File: config.mk
export PLATFORM = sky130hd
export DESIGN_NAME = uart_transceiver
export DESIGN_NICKNAME = d
export VERILOG_FILES = /design/src/rtl/uart_transceiver.sv
export SDC_FILE = /design/constraint.sdc
export NUM_CORES = 1
export LEC_CHECK = 0
export BUFFER_PORTS_ARGS = -buffer_cell sky130_fd_sc_hd__clkbuf_2
export CORE_MARGIN = 1.5
export CORE_UTILIZATION = 55
export DETAILED_ROUTE_END_ITERATION = 16
export PLACE_DENSITY = 0.73
export SKIP_LAST_GASP = 1
export SYNTH_ARGS = -nofsm -noshare
export SYNTH_HDL_FRONTEND = slang
export SYNTH_SLANG_ARGS = --single-unit
export TNS_END_PERCENT = 20
File: constraint.sdc
create_clock -name clk -period 4.9 [get_ports clk]
set_input_delay 0.735 -clock clk [delete_from_list [all_inputs] [get_ports clk]]
set_output_delay 0.735 -clock clk [all_outputs]
set_load 0.01 [all_outputs]
File: src/rtl/uart_transceiver.sv
`timescale 1ns/1ps
// uart_transceiver
//   Full-duplex UART: a TX serializer, an RX deserializer with parity and
//   stop-bit checking, and a first-word-fall-through RX FIFO.
//
//   Parameters: CLK_HZ, BAUD (bit time DIV = round(CLK_HZ/BAUD) clocks),
//   DATA_BITS (5..9, LSB first), PARITY (0 none, 1 odd, 2 even),
//   STOP_BITS (1 or 2), RX_FIFO_DEPTH (power of 2, >= 2).
//
//   Ports:
//     clk, reset (async, active low), init (sync soft clear)
//     rx / tx                    serial line pins, idle high
//     start_send, in_data        TX request (rising edge) and payload
//     tx_busy                    frame in flight
//     out_data, rx_valid, rx_pop RX FIFO head, not-empty flag, pop request
//     rx_frame_err               one-cycle pulse, bad stop bit
//     rx_parity_err              one-cycle pulse, parity mismatch
//     rx_overrun                 sticky, good frame dropped on a full FIFO
//     loopback                   only with UART_LOOPBACK_EN: RX listens to
//                                the internal TX bit, tx pin held high
//
//   Handshake: rx_valid is high whenever out_data holds the FIFO head; the
//   head is consumed on a cycle where rx_valid and rx_pop are both high, and
//   rx_pop on an empty FIFO has no effect.
//
//   Optional feature macro: UART_LOOPBACK_EN.
module uart_transceiver #(
  parameter int CLK_HZ        = 50_000_000,
  parameter int BAUD          = 115200,
  parameter int DATA_BITS     = 8,
  parameter int PARITY        = 0,
  parameter int STOP_BITS     = 1,
  parameter int RX_FIFO_DEPTH = 4
) (
  input  logic                 clk,
  input  logic                 reset,
  input  logic                 init,
  input  logic                 rx,
  output logic                 tx,
  input  logic                 start_send,
  input  logic [DATA_BITS-1:0] in_data,
  output logic                 tx_busy,
  output logic [DATA_BITS-1:0] out_data,
  output logic                 rx_valid,
  input  logic                 rx_pop,
`ifdef UART_LOOPBACK_EN
  input  logic                 loopback,
`endif
  output logic                 rx_frame_err,
  output logic                 rx_parity_err,
  output logic                 rx_overrun
);

  localparam int DIV = (CLK_HZ + BAUD / 2) / BAUD;
  localparam int CW  = $clog2(DIV);
  localparam int AW  = $clog2(RX_FIFO_DEPTH);

  localparam logic [CW-1:0] BIT_END   = CW'(DIV - 1);
  localparam logic [CW-1:0] HALF_END  = CW'(DIV / 2 - 1);
  localparam logic [CW-1:0] CNT_ONE   = CW'(1);
  localparam logic [3:0]    LAST_DATA = 4'(DATA_BITS - 1);
  localparam logic [0:0]    LAST_STOP = 1'(STOP_BITS - 1);
  localparam logic [AW:0]   PTR_ONE   = (AW + 1)'(1);

  // Parity bit that makes the frame satisfy the configured rule.
  function automatic logic par_of(input logic [DATA_BITS-1:0] d);
    return (PARITY == 1) ? ~(^d) : (^d);
  endfunction

  // ---------------------------------------------------------------- TX ---
  typedef enum logic [2:0] {
    TX_IDLE, TX_START, TX_DATA, TX_PARITY, TX_STOP
  } tx_state_t;

  tx_state_t            tx_state;
  logic [CW-1:0]        tx_cnt;
  logic [3:0]           tx_idx;
  logic [DATA_BITS-1:0] tx_shift;
  logic                 tx_par;
  logic                 tx_line;
  logic                 start_prev;
  logic                 tx_tick;
  logic                 tx_accept;

  assign tx_tick   = (tx_cnt == BIT_END);
  // start_prev tracks every cycle, so an edge that arrives while busy is
  // consumed and dropped rather than held for later.
  assign tx_accept = start_send & ~start_prev & ~tx_busy;

  always_ff @(posedge clk or negedge reset) begin
    if (!reset) begin
      tx_state   <= TX_IDLE;
      tx_cnt     <= '0;
      tx_idx     <= '0;
      tx_shift   <= '0;
      tx_par     <= 1'b0;
      tx_line    <= 1'b1;
      tx_busy    <= 1'b0;
      start_prev <= 1'b0;
    end else begin
      start_prev <= start_send;
      if (init) begin
        tx_state <= TX_IDLE;
        tx_cnt   <= '0;
        tx_idx   <= '0;
        tx_line  <= 1'b1;
        tx_busy  <= 1'b0;
      end else begin
        if (tx_state != TX_IDLE) tx_cnt <= tx_tick ? '0 : tx_cnt + CNT_ONE;
        case (tx_state)
          TX_IDLE: if (tx_accept) begin
            tx_shift <= in_data;
            tx_par   <= par_of(in_data);
            tx_line  <= 1'b0;
            tx_busy  <= 1'b1;
            tx_cnt   <= '0;
            tx_state <= TX_START;
          end
          TX_START: if (tx_tick) begin
            tx_line  <= tx_shift[0];
            tx_shift <= tx_shift >> 1;
            tx_idx   <= '0;
            tx_state <= TX_DATA;
          end
          TX_DATA: if (tx_tick) begin
            if (tx_idx != LAST_DATA) begin
              tx_idx   <= tx_idx + 4'd1;
              tx_line  <= tx_shift[0];
              tx_shift <= tx_shift >> 1;
            end else begin
              tx_idx <= '0;
              if (PARITY != 0) begin
                tx_line  <= tx_par;
                tx_state <= TX_PARITY;
              end else begin
                tx_line  <= 1'b1;
                tx_state <= TX_STOP;
              end
            end
          end
          TX_PARITY: if (tx_tick) begin
            tx_line  <= 1'b1;
            tx_state <= TX_STOP;
          end
          TX_STOP: if (tx_tick) begin
            if (tx_idx[0] != LAST_STOP[0]) begin
              tx_idx <= tx_idx + 4'd1;
            end else begin
              tx_idx   <= '0;
              tx_busy  <= 1'b0;
              tx_state <= TX_IDLE;
            end
          end
          default: tx_state <= TX_IDLE;
        endcase
      end
    end
  end

  // ------------------------------------------------------ line routing ---
  logic rx_in;
`ifdef UART_LOOPBACK_EN
  assign tx    = loopback ? 1'b1 : tx_line;
  assign rx_in = loopback ? tx_line : rx;
`else
  assign tx    = tx_line;
  assign rx_in = rx;
`endif

  // ---------------------------------------------------------------- RX ---
  typedef enum logic [2:0] {
    RX_IDLE, RX_START, RX_DATA, RX_PARITY, RX_STOP, RX_WAIT_IDLE
  } rx_state_t;

  rx_state_t            rx_state;
  logic                 rx_s1, rx_s2, rx_prev;
  logic [CW-1:0]        rx_cnt;
  logic [3:0]           rx_idx;
  logic [DATA_BITS-1:0] rx_shift;
  logic                 rx_par_bad;
  logic                 push_req;
  logic                 rx_tick;

  assign rx_tick = (rx_cnt == BIT_END);

  // Two-flop synchronizer plus a delayed copy for falling-edge detection.
  // Held high in reset so a low line at release is not seen as an edge.
  always_ff @(posedge clk or negedge reset) begin
    if (!reset) begin
      rx_s1   <= 1'b1;
      rx_s2   <= 1'b1;
      rx_prev <= 1'b1;
    end else begin
      rx_s1   <= rx_in;
      rx_s2   <= rx_s1;
      rx_prev <= rx_s2;
    end
  end

  always_ff @(posedge clk or negedge reset) begin
    if (!reset) begin
      rx_state      <= RX_IDLE;
      rx_cnt        <= '0;
      rx_idx        <= '0;
      rx_shift      <= '0;
      rx_par_bad    <= 1'b0;
      push_req      <= 1'b0;
      rx_frame_err  <= 1'b0;
      rx_parity_err <= 1'b0;
    end else begin
      push_req      <= 1'b0;
      rx_frame_err  <= 1'b0;
      rx_parity_err <= 1'b0;
      if (init) begin
        rx_state   <= RX_IDLE;
        rx_cnt     <= '0;
        rx_idx     <= '0;
        rx_par_bad <= 1'b0;
      end else begin
        case (rx_state)
          RX_IDLE: if (rx_prev && !rx_s2) begin
            rx_cnt   <= '0;
            rx_state <= RX_START;
          end
          // Half a bit in: still low means a real start bit; from here on
          // every sample lands DIV clocks later, at a bit centre.
          RX_START: begin
            if (rx_cnt != HALF_END) begin
              rx_cnt <= rx_cnt + CNT_ONE;
            end else begin
              rx_cnt <= '0;
              if (rx_s2) begin
                rx_state <= RX_IDLE;
              end else begin
                rx_idx     <= '0;
                rx_par_bad <= 1'b0;
                rx_state   <= RX_DATA;
              end
            end
          end
          RX_DATA: begin
            rx_cnt <= rx_tick ? '0 : rx_cnt + CNT_ONE;
            if (rx_tick) begin
              rx_shift <= {rx_s2, rx_shift[DATA_BITS-1:1]};
              if (rx_idx != LAST_DATA) begin
                rx_idx <= rx_idx + 4'd1;
              end else begin
                rx_idx   <= '0;
                rx_state <= (PARITY != 0) ? RX_PARITY : RX_STOP;
              end
            end
          end
          // A parity mismatch is only reported once the stop bit is known
          // good, so a frame carries at most one error pulse.
          RX_PARITY: begin
            rx_cnt <= rx_tick ? '0 : rx_cnt + CNT_ONE;
            if (rx_tick) begin
              rx_par_bad <= (rx_s2 != par_of(rx_shift));
              rx_state   <= RX_STOP;
            end
          end
          RX_STOP: begin
            rx_cnt <= rx_tick ? '0 : rx_cnt + CNT_ONE;
            if (rx_tick) begin
              if (!rx_s2) begin
                rx_idx       <= '0;
                rx_frame_err <= 1'b1;
                rx_state     <= RX_WAIT_IDLE;
              end else if (rx_idx[0] != LAST_STOP[0]) begin
                rx_idx <= rx_idx + 4'd1;
              end else begin
                rx_idx   <= '0;
                rx_state <= RX_IDLE;
                if (rx_par_bad) rx_parity_err <= 1'b1;
                else            push_req      <= 1'b1;
              end
            end
          end
          RX_WAIT_IDLE: if (rx_s2) rx_state <= RX_IDLE;
          default: rx_state <= RX_IDLE;
        endcase
      end
    end
  end

  // -------------------------------------------------------------- FIFO ---
  logic [DATA_BITS-1:0] mem [RX_FIFO_DEPTH];
  logic [AW:0]          wr_ptr, rd_ptr;
  logic                 fifo_empty, fifo_full, do_pop, do_push;

  assign fifo_empty = (wr_ptr == rd_ptr);
  assign fifo_full  = (wr_ptr[AW] != rd_ptr[AW]) &&
                      (wr_ptr[AW-1:0] == rd_ptr[AW-1:0]);
  assign do_pop     = rx_pop & ~fifo_empty & ~init;
  // A pop in the same cycle frees the slot the push needs.
  assign do_push    = push_req & (~fifo_full | do_pop) & ~init;

  always_ff @(posedge clk) begin
    if (do_push) mem[wr_ptr[AW-1:0]] <= rx_shift;
  end

  always_ff @(posedge clk or negedge reset) begin
    if (!reset) begin
      wr_ptr     <= '0;
      rd_ptr     <= '0;
      rx_overrun <= 1'b0;
    end else if (init) begin
      wr_ptr     <= '0;
      rd_ptr     <= '0;
      rx_overrun <= 1'b0;
    end else begin
      if (do_push) wr_ptr <= wr_ptr + PTR_ONE;
      if (do_pop)  rd_ptr <= rd_ptr + PTR_ONE;
      if (push_req && fifo_full && !do_pop) rx_overrun <= 1'b1;
    end
  end

  assign rx_valid = ~fifo_empty;
  assign out_data = fifo_empty ? '0 : mem[rd_ptr[AW-1:0]];

endmodule

Yosys cells after proc, flatten, opt, wreduce, memory -nomap -nowiden
Memory sizes are Yosys's and may differ from the RTL's.
Index checks and enable logic that the tools add are counted.
{ "classes": {"n_addsub": 6, "n_mul": 0, "div": 0, "order_cmp": 0, "eq_ne": 38, "shift": 0, "mux": 94, "bitwise_logic": 12, "reduce_logical": 31} }
{ "op_table": {"columns": ["op", "n"], "rows": [
  ["two-way mux 9 bit", 9],
  ["two-way mux 3 bit", 22],
  ["two-way mux 4 bit", 14],
  ["inequality test 3 bit, second input constant", 15],
  ["two-way mux 8 bit", 5],
  ["two-way mux 1 bit", 34],
  ["case mux 9 bit (3 select lines)", 1],
  ["case mux 4 bit (3 select lines)", 2],
  ["case mux 8 bit (3 select lines)", 1],
  ["adder 9 x 1 -> 9 bit, second input constant", 2],
  ["equality test 9 bit, second input constant", 2],
  ["case mux 3 bit (6 select lines)", 1],
  ["case mux 3 bit (5 select lines)", 1],
  ["equality test 3 x 2 -> 1 bit, second input constant", 4],
  ["AND reduction 4 bit", 3],
  ["nonzero test 3 bit", 4],
  ["nonzero test 4 bit", 3],
  ["AND reduction 5 bit", 2],
  ["equality test 3 bit, second input constant", 3],
  ["inequality test 9 x 8 -> 1 bit, second input constant", 1],
  ["adder 4 x 1 -> 4 bit, second input constant", 2],
  ["inequality test 2 bit, second input constant", 4],
  ["inequality test 4 x 3 -> 1 bit, second input constant", 2],
  ["AND reduction 8 bit", 1],
  ["other kinds (23)", 43]
]} }
{ "totals": {"ff_bits": 65, "latch_bits": 0, "ramBits": 32, "romBits": 0, "inputBits": 14, "out_inout_bits": 14, "word_cells": 203, "memories": 1} }
{ "memory_table": {"columns": ["name", "words", "word_bits", "rd", "rd_clocked_by_memory_dff", "write_ports", "line", "rtl"], "rows": [
  ["mem", 4, 8, 1, 0, 1, "287", "logic [DATA_BITS-1:0] mem [RX_FIFO_DEPTH];"]
]} }

Depth between registers and ports, before layout
{ "depth": {"word_depth": 9, "mapped_depth": 8, "depth_no_buf": 7} }

Least setup slack after synthesis
Ideal clock, no wire load.
{ "synth_path": {"path_kind": "in2reg", "startpoint": "input port start_send", "endpoint": "register tx_shift[0]", "setup_time_ns": 0.125, "arrival_ns": 2.037, "t_required_ns": 4.775, "path_slack_ns": 2.738, "cell_stages": 6, "path_buffers": 1, "path_cell_list": "nor3b_1 nor3_1 a21oi_1 and3_1 buf_2 mux2_2"} }
{ "synth_via": {"elab_chain_len": 4} }
{ "synth_lines": {"columns": ["element", "line", "rtl"], "rows": [
  ["start: declaration", "40", "input logic start_send,"],
  ["AND 1 bit (2 in a row)", "88", "assign tx_accept = start_send & ~start_prev & ~tx_busy;"],
  ["inequality test 2 bit (no line)", null, null],
  ["AND reduction 6 bit (no line)", null, null],
  ["end signal: assignment", "112", "tx_shift <= in_data;"],
  ["end signal: assignment", "121", "tx_shift <= tx_shift >> 1;"],
  ["end signal: assignment", "129", "tx_shift <= tx_shift >> 1;"],
  ["end: declaration", "78", "logic [DATA_BITS-1:0] tx_shift;"]
]} }
Every way passes these cells.
A chain may end at the register's enable or synchronous reset.

Worst setup path after layout
{ "layout_path": {"startpoint": "register rd_ptr[0]", "endpoint": "output port out_data[0]"} }
{ "layout_via": {"elab_chain_len": 2, "elab_cells_between_ends": 3, "cone_classes": "eq/ne (1); mux (1); memory (1)"} }
{ "layout_lines": {"columns": ["element", "line", "rtl"], "rows": [
  ["start: declaration", "288", "logic [AW:0] wr_ptr, rd_ptr;"],
  ["start signal: assignment", "313", "if (do_pop) rd_ptr <= rd_ptr + PTR_ONE;"],
  ["memory (4 x 8 bit) / equality test 3 bit (equally long branches)", null, null],
  ["two-way mux 8 bit *", "319", "assign out_data = fifo_empty ? '0 : mem[rd_ptr[AW-1:0]];"],
  ["end: declaration", "43", "output logic [DATA_BITS-1:0] out_data,"]
]} }
Mark *: on every way between the ends. The rest lies on a longest branch, timed or not.

==> flow_metrics.py <==
metrics = {
    "worst_setup_path": {
        "max_stage_delay_ns": 0.77,
        "worst-path-buf-inv": 1,
        "crit_chain": "xnor2_1, nand3b_1, and2_1, clkbuf_2",
        "crit_family": "flip-flops",
        "critical-path-slowest-cell": "dfrtp_1",
        "worstPathRequired_ns": 4.16,
        "critical_path_capture_point_type": "output port",
        "worstSetupStartpointType": "flop",
        "critPathArrivalTime_ns": 2.04,
        "critPathKind": "reg2out",
        "worst-path-max-fanout": 11,
    },
    "grt": {
        "grt_max_degree": 40,
        "via_count_of_the_first_global_routing_pass": 3323,
        "gr-total-overflow": 0,
        "grt_antenna_before_repair": 0,
        "grt_first_pass_wirelength_mm": 15.6,
        "grt_util_all_layers_pct": 20.2,
    },
    "timing": {
        "tightest_slew_ns": 0.730,
        "hold_viol": 0,
        "post-route-period-util_pct": 56.6,
        "finalWorstPathRequiredPeriod_ns": 2.77,
        "max_freq_ghz": 0.361,
        "rsz0062_at_grt": "no",
        "finalSetupViolations": 0,
        "maxSlewViolCount": 0,
        "slew_headroom_pct": 51.3,
        "fin_skew_ns": 0.00896,
        "finalSetupTns_ns": 0,
    },
    "die": {
        "floorplan.initialDensity_pct": 56.6,
        "design.portCount": 28,
        "die-height_um": 97.7,
        "floorplan.die_area_um2": 9550,
        "die-width_um": 97.7,
        "num_rows": 34,
        "fp.coreArea_um2": 8720,
    },
    "synthesis": {
        "asyncSetResetFlopFracSynth_pct": 67.0,
        "synth.cell_area_um2": 4940,
        "synthesized_area_fraction_occupied_by_ao_oa_aoi_and_oai_cells_pct": 9.68,
        "syn_inst": 429,
        "yosys.cell_types.count": 61,
        "avgSynthCellArea_um2": 11.5,
        "post_synthesis_xor_xnor_area_fraction_pct": 4.26,
        "synth-adder-area-share_pct": 3.55,
        "ys_ff_latch": 97,
        "proportion_of_synthesized_area_in_mux_cells_pct": 9.96,
        "syn-num-nets": 457,
        "synth_warnings": 0,
        "synth_enable_flop_cells": 32,
        "main_combinational_cell_family_by_area_after_synthesis": "simple AND/OR/NAND/NOR gates",
        "yosysSeqAreaShare_pct": 52.5,
        "ys.flop_type": "dfrtp_1",
        "synth-simple-area-share_pct": 17.6,
    },
    "place": {
        "dp.final_hpwl_mm": 6.11,
        "place.detailed.instances": 548,
        "port_buffer_cells": 27,
        "gp_routability_congestion": 0.844,
    },
    "finish": {
        "finalNonFillerCells": 564,
        "multi_input_combinational_cell_area_um2": 2220,
        "final_layout_size_suffix_gt1_share_pct": 19.1,
        "fillerInstances": 713,
        "layout.cells.most_common_list": "61 x dfrtp_1, 38 x nor2_1, 32 x edfxtp_1",
        "num_antenna_cells": 0,
        "layout.nets": 479,
        "mostFrequentLayoutCell": "dfrtp_1",
        "area.sequential_um2": 2590,
        "syn2layout_area_growth_pct": 8.08,
    },
    "worst_hold_path": {
        "timing.hold.worst.class": "reg2reg",
    },
    "job": {
        "cap_viol_max_count": 0,
    },
    "power_and_ir_drop": {
        "leakagePower_nw": 2.27,
        "pwr-share-comb_pct": 18.0,
        "powerDensity_nw_per_um2": 341,
        "share_seq_of_total_power_pct": 53.2,
        "power_switching_share_pct": 29.0,
        "ir_worst_vdd_mv": 0.183,
        "p_int_mw": 1.29,
        "power.clock.fraction_pct": 28.9,
        "total_switching_power_mw": 0.527,
    },
    "clock_tree": {
        "postCtsSetupBuffers": 0,
        "cts_repair_resize_count": 0,
        "cts_tree": "built",
        "cts.htree.levels": 3,
        "clkLatencyLatePin_ns": 0.36,
        "clock_slew_seen_by_the_registers_of_the_worst_setup_and_hold_paths_ns": 0.09,
        "postCtsHoldBufs": 0,
        "cts_made_buffers": 9,
        "root_buffer": "clkbuf_8",
        "clock_sinks": 97,
        "cts_max_path_buffers": 2,
    },
    "routing": {
        "routed_wire_length_per_instance_um": 15.6,
        "drt_iter0_markers": 192,
        "via_count": 3291,
        "drt.antenna.violating_nets": 0,
        "finalWirelength_mm": 8.82,
        "viasPerCell": 5.84,
        "drc_errors": 0,
        "drt-pass1-iter-count": 4,
    },
    "run_status": {
        "run_status": "completed",
    },
}
[synthesized netlist by cell type, types with 13 or more instances]
library cell | instances | area share (%)
a21oi_1 | 16 | 1.6
dfrtp_1 | 61 | 31
nor2_1 | 38 | 2.9
mux2_2 | 25 | 5.7
edfxtp_1 | 32 | 19
nand2_1 | 24 | 1.8
o21ai_0 | 23 | 2.3
ha_1 | 14 | 3.5
nand3_1 | 21 | 2.1
and2_1 | 13 | 1.6
xnor2_1 | 15 | 2.7
[cell families (layout without fill, tap and decap cells)]
group,count (synthesis),in the layout
and+or+nand+nor,157,157
muxes,36,36
buffers and inverters,29,56
adders and majority gates,14,14
AOI/OAI and AO/OA,72,72
xor gates and xnor gates,24,24
DFF,97,97
[routing by layer]
layer  share of wire (%)  vias to the layer above  GRT usage, %
met1                  46                     1618          27.5
met2                  49                       48          33.0
met4                 1.9                        0          8.24
met3                 2.7                       12          3.01
met5                   0                        -             0
li1                    -                     1613             -
[registers in the layout (all words and copies together), names as in the netlist, 4 cells and up]
signal and flops:
rx_idx 4, tx_shift 8, rx_shift 8, tx_idx 4, tx_cnt 9, mem 32, rx_cnt 9
[final timing paths]
kind	startpoint	end	slack (ns)	cells after the start
max in group asynchronous	reset	rx_s2$_DFF_PN1_	3.58	2
worst max register to register	rx_cnt[0]$_DFFE_PN0P_	rx_state[0]$_DFFE_PN0P_	2.62	7
worst min register to register	rx_s1$_DFF_PN1_	rx_s2$_DFF_PN1_	0.36	0
worst min-delay path	rx_s1$_DFF_PN1_	rx_s2$_DFF_PN1_	0.36	0
min in group asynchronous	reset	rd_ptr[2]$_DFFE_PN0P_	0.37	1
worst max-delay path	rd_ptr[0]$_DFFE_PN0P_	out_data[0]	2.13	4
[power groups by stage]
stage | clock (mW) | combinational [mW] | sequential [mW]
floorplan | 0 | 0.297 | 0.940
global placement | 0 | 0.318 | 0.981
detailed placement | 0 | 0.327 | 0.985
CTS | 0.540 | 0.330 | 0.967
global route | 0.573 | 0.369 | 0.978
finish | 0.525 | 0.327 | 0.967
[metrics by stage]
| step | power [mW] | cell area [um^2] | hold WS, ns | util, % | setup slack, ns |
|---|---|---|---|---|---|
| 5_1_grt | 1.92 | 5340 | 0.366 | 61.2 | 1.88 |
| 4_1_cts | 1.84 | 5340 | 0.366 | 61.2 | 2.03 |
| 2_1_floorplan | 1.24 | 4940 | 0.345 | - | 2.74 |
| 3_3_place_gp | 1.30 | 5140 | 0.348 | 58.9 | 2.09 |
| 6_report | 1.82 | 5340 | 0.363 | 61.2 | 2.13 |
| 3_5_place_dp | 1.31 | 5140 | 0.352 | 58.9 | 2.05 |
[final cells by class]
type / count / share of cell area (%)
Clock buffer: 11 / 2.65
Clock inverter: 5 / 1.06
Inverter: 12 / 0.844
Multi-Input combinational cell: 303 / 41.7
Sequential cell: 97 / 48.6
Tap cell: 108 / 2.53
Timing Repair Buffer: 28 / 2.67
(Power assumes the default switching activity.)
